--- src/rtl/fifo_stream_reader.sv ---
// fifo_stream_reader
//   Drains the read port of a sync FIFO that has registered read data and
//   presents the words as a valid/ready stream framed into fixed-length bursts.
//   Because fifo_dout lags fifo_re by one cycle, the block tracks the read in
//   flight and lands returned words in a 3-entry skid queue. Reads are issued
//   from registered state only, so m_ready never reaches fifo_re
//   combinationally, and the stream still runs at one word per cycle.
//
// Ports
//   clk         rising-edge clock
//   rst         synchronous reset, active-high
//   en          drain enable; low blocks new FIFO reads
//   fifo_empty  FIFO empty flag
//   fifo_dout   FIFO read data, valid the cycle after fifo_re
//   fifo_re     FIFO read enable (combinational)
//   m_valid     stream valid
//   m_ready     stream ready from the consumer
//   m_data      stream data (head of the skid queue)
//   m_last      final word of the current burst, qualified by m_valid
//   beat_cnt    position of the head word within its burst, 0..burst-1
module fifo_stream_reader #(
   parameter int dwith = 8,
   parameter int burst = 4
) (
   input  logic                       clk,
   input  logic                       rst,
   input  logic                       en,
   input  logic                       fifo_empty,
   input  logic [dwith-1:0]           fifo_dout,
   output logic                       fifo_re,
   output logic                       m_valid,
   input  logic                       m_ready,
   output logic [dwith-1:0]           m_data,
   output logic                       m_last,
   output logic [$clog2(burst):0]     beat_cnt
);

   localparam int              BW        = $clog2(burst) + 1;
   localparam logic [BW-1:0]   LAST_BEAT = BW'(burst - 1);

   logic [1:0]       occ;
   logic [1:0]       wr_ptr;
   logic [1:0]       rd_ptr;
   logic             inflight;
   logic [dwith-1:0] skid_q [0:2];
   logic [2:0]       pending;
   logic             cap;
   logic             pop;

   // Queue pointers run over three slots, so they wrap at 2 rather than 3.
   function automatic logic [1:0] ptr_inc(input logic [1:0] p);
      return (p == 2'd2) ? 2'd0 : p + 2'd1;
   endfunction

   // Stage 0: read issue. Queued words plus the word still in flight must
   // leave a free slot, which is what lets a capture never be refused.
   assign pending = {1'b0, occ} + {2'b0, inflight};
   assign fifo_re = en & ~rst & ~fifo_empty & (pending < 3'd3);

   assign cap = inflight;
   assign pop = m_valid & m_ready;

   // Stage 1: in-flight tracking, queue bookkeeping and burst position.
   always_ff @(posedge clk) begin
      if (rst) begin
         inflight <= 1'b0;
         occ      <= 2'd0;
         wr_ptr   <= 2'd0;
         rd_ptr   <= 2'd0;
         beat_cnt <= '0;
      end else begin
         inflight <= fifo_re;
         if (cap) wr_ptr <= ptr_inc(wr_ptr);
         if (pop) rd_ptr <= ptr_inc(rd_ptr);
         case ({cap, pop})
            2'b10:   occ <= occ + 2'd1;
            2'b01:   occ <= occ - 2'd1;
            default: occ <= occ;
         endcase
         if (pop) beat_cnt <= (beat_cnt == LAST_BEAT) ? '0 : beat_cnt + 1'b1;
      end
   end

   // Data storage is not reset; occupancy alone decides what is live.
   always_ff @(posedge clk) begin
      if (cap) skid_q[wr_ptr] <= fifo_dout;
   end

   // Stage 2: stream outputs from the queue head. Data is forced to zero
   // while the queue is empty so stale storage never shows on the port.
   assign m_valid = (occ != 2'd0);
   assign m_data  = m_valid ? skid_q[rd_ptr] : '0;
   assign m_last  = m_valid & (beat_cnt == LAST_BEAT);

endmodule

--- config.mk ---
export PLATFORM = sky130hd
export DESIGN_NAME = fifo_stream_reader
export DESIGN_NICKNAME = d
export VERILOG_FILES = /design/src/rtl/fifo_stream_reader.sv
export SDC_FILE = /design/constraint.sdc
export NUM_CORES = 1
export LEC_CHECK = 0
export CAP_MARGIN = 20
export CORE_UTILIZATION = 35
export CTS_CLUSTER_SIZE = 8
export DETAILED_ROUTE_END_ITERATION = 8
export MAX_ROUTING_LAYER = met4
export PLACE_DENSITY = 0.69
export SLEW_MARGIN = 20
export SYNTH_ARGS = -nofsm -noshare
export SYNTH_HDL_FRONTEND = slang
export SYNTH_SLANG_ARGS = --single-unit
--- constraint.sdc ---
create_clock -name clk -period 1.7 [get_ports clk]
set_clock_uncertainty 0.15 [all_clocks]
set_input_delay 0.34 -clock clk [delete_from_list [all_inputs] [get_ports clk]]
set_output_delay 0.34 -clock clk [all_outputs]
set_load 0.02 [all_outputs]
==> results.cfg, run 1 <==
[synthesis]
synthesis.nets = 121
synth_edf_count = 24
synth_top_cell_by_area = edfxtp_1
yosys_warnings = 0
syn_inst = 104
synth_ff_type = edfxtp_1
yosysMostFrequentCell = edfxtp_1
synth_area_leaders = edfxtp_1 (50%), dfxtp_1 (17%), mux2_2 (7.0%)
synth.ff_latch_count = 36
postSynth.asyncResetShare_pct = 0
synthDistinctLibCells = 24
yosys-top-cells-count = edfxtp_1 (24), nor2_1 (14), dfxtp_1 (12), mux2i_1 (10), mux2_2 (9)
yosysSeqAreaShare_pct = 66.04
synth_top_area_share_pct = 49.53
synth_area_per_cell_um2 = 13.99
synth_area_mm2 = 0.001455

[pwr]
p_total_w = 0.002107
irDropWorstVdd_v = 0.0005058
switching_power_w = 0.0005471
combPwrFrac_pct = 26.7
p_per_area_mw_per_mm2 = 990.1
leakage_nw = 0.8377
seq_power_share_pct = 47.1
switching_share_pct = 25.96
p_clk_share_pct = 26.2
p_int_w = 0.001560

[timing]
layout_setup_ws_ns = -0.4701
fmax_mhz = 460.8
grt_setup_unrepaired = true
maxSlewHeadroom_pct = 84.14
hold_viol = 0
tightest_slew_ns = 0.2355
period_minus_slack_ns = 2.170
period_share_pct = 127.7
finalMaxSlewViolations = 0
setup_violations = 10

[clock_network]
cts-htree-levels = 2
cts_tree = done
clock_path_buffers = 2
path_clk_slew_ns = 0.07
ctsRootBufferMaster = clkbuf_8
hold_buffers = 0
worstSkewPairLatency_ns = 0.28
clkSinkCount = 36
cts_made_buffers = 5

[setup_path]
required_ns = 1.21
rr_endpoint = occ[1]$_SDFFE_PP0P_
r2r_slack_ns = 0.03
endpoint = fifo_re
crit_fanout = 2
startpoint = occ[0]$_SDFFE_PP0P_
critPathCaptureType = output port
start_kind = flop
crit_type = reg -> out
worst_ep_arrival_time_ns = 1.68
r2r_cells = 7
r2r_start = occ[0]$_SDFFE_PP0P_

[detailed_routing]
vias = 975
dr.first_iter.drc_count = 17
ant_nets = 0
totalWireLength_um = 2861
drc = 0
drtPass1Iterations = 4
wl_per_cell_um = 13.82
routed_via_density = 4.710

[placed_design]
dpl_cell_area_mm2 = 0.001946
hpwl_um = 1996
io_buffers = 26
placed_cells_incl_taps = 195
gp_congestion = 0.6814

[final_layout]
area_delta_synth_final_pct = 46.26
nets = 173
fin_cells = 207
drive_gt1_share_pct = 39.49
diodes = 0
design_area_mm2 = 0.002128

[outcome]
violations = negative setup slack
status = finished with violations

[die]
die_h_um = 66.48
ios = 27
rows = 23
coreArea_mm2 = 0.004000
die-area_mm2 = 0.004420
start_util_pct = 36.38
die_w_um = 66.48

[global_routing]
grt_pass1_wl_um = 4650
grt_start_max_net_pins = 11
grt_pass1_vias = 1017
overflow = 0
antenna_found_initial = 0
grtUsageTotal_pct = 15.16

[run]
cap_violations = 0

[hold_path]
min_path_type = reg -> reg
cells by family after synthesis:
kind of cell             after synthesis  share of synthesized area, %
XOR/XNOR                               2                         1.204
multiplexers                          19                         13.84
flip-flops                            36                         66.04
AND/OR/NAND/NOR                       26                         8.512
AO/OA/AOI/OAI                         10                         4.471
buffers and inverters                  7                         2.493
adder cells (fa/ha/maj)                4                         3.440
power groups by stage:
stage	sequential [W]	clock, W	combinational (W)
2_1_floorplan	0.00102	0	0.000243
3_3_place_gp	0.00101	0	0.000483
3_5_place_dp	0.00101	0	0.000499
4_1_cts	0.000991	0.000572	0.000493
5_1_grt	0.000995	0.000609	0.000608
6_report	0.000992	0.000553	0.000563
worst max-delay path, cell delays in order, from the launching register on:
cell	delay, ns
dfxtp_4	0.35
ha_4	0.15
ha_4	0.15
or4b_4	0.50
a21oi_4	0.13
buf_6	0.12
metrics by stage:
stage	hold WS (ns)	setup TNS (ns)	utilization (%)	worst slack, ns
global placement	0.3190	-3.722	48.64	-0.8498
floorplan	0.2889	-0.1530	-	-0.1491
finish	0.3379	-2.445	53.21	-0.4701
detailed placement	0.3402	-4.128	48.64	-0.8719
global route	0.3763	-3.134	53.21	-0.5226
CTS	0.3435	-2.348	50.77	-0.4873
worst min-delay path by stage:
stage,startpoint,end,slack [ns],cells past startpoint
global placement,rd_ptr[0]$_SDFFE_PP0N_,rd_ptr[0]$_SDFFE_PP0N_,0.32,2
CTS,rd_ptr[0]$_SDFFE_PP0N_,flop,0.34,2
finish,rd_ptr[0]$_SDFFE_PP0N_,flop,0.34,2
detailed placement,rd_ptr[0]$_SDFFE_PP0N_,rd_ptr[0]$_SDFFE_PP0N_,0.34,2
floorplan,fifo_dout[0],skid_q[0][0]$_DFFE_PP_,0.29,0
global route,beat_cnt[2]$_SDFFE_PP0N_,beat_cnt[2]$_SDFFE_PP0N_,0.38,2
placed cells by master (no fill, tap or decap), types with 4 or more instances in the layout:
| cell | instances |
|---|---|
| buf_4 | 24 |
| buf_6 | 7 |
| clkbuf_8 | 5 |
| clkdlybuf4s50_1 | 12 |
| dfxtp_1 | 8 |
| edfxtp_1 | 24 |
| mux2_4 | 8 |
| mux2i_1 | 9 |
| nand2_1 | 4 |
| nor2_1 | 14 |
final cells by class:
cell class | instances | area, um^2
timing repair buffer | 48 | 445.4
fill | 344 | 1872
clock buffer | 7 | 76.32
inverter | 4 | 15.01
sequential | 36 | 968.4
multi-input combinational | 61 | 556.8
tap | 50 | 62.56
clock inverter | 1 | 3.754
metal layers:
layer / vias to the layer above / track usage [%] / wire length, um
met3: 4 / 4.623 / 154
met1: 465 / 15.32 / 1154
met5: - / - / 0
li1: 478 / - / -
met2: 28 / 27.81 / 1523
met4: 0 / 4.787 / 29
state kept, by name (all words and copies together) (netlist names), named ones only:
name      cells
skid_q       24
beat_cnt      3
occ           2
rd_ptr        2
wr_ptr        2
cap           1
what timing repair did:
action                                  in CTS  in global routing
setup buffers                                2                  2
gates cloned                                 0                  0
endpoints found under the setup margin      15                 12
gates resized for setup                     60                 21
pin swaps                                    3                  7
No activity file was read; power rests on OpenSTA's default activity.
==> inputs of run 2 (changes only) <==
--- a/config.mk
+++ b/config.mk
@@ -11,7 +11,7 @@
 export DETAILED_ROUTE_END_ITERATION = 8
 export MAX_ROUTING_LAYER = met4
 export PLACE_DENSITY = 0.69
-export SLEW_MARGIN = 20
+export SLEW_MARGIN = 30
 export SYNTH_ARGS = -nofsm -noshare
 export SYNTH_HDL_FRONTEND = slang
 export SYNTH_SLANG_ARGS = --single-unit
==> results of run 2 <==
Final layout, timing and power as in run 1 (identical DEF).
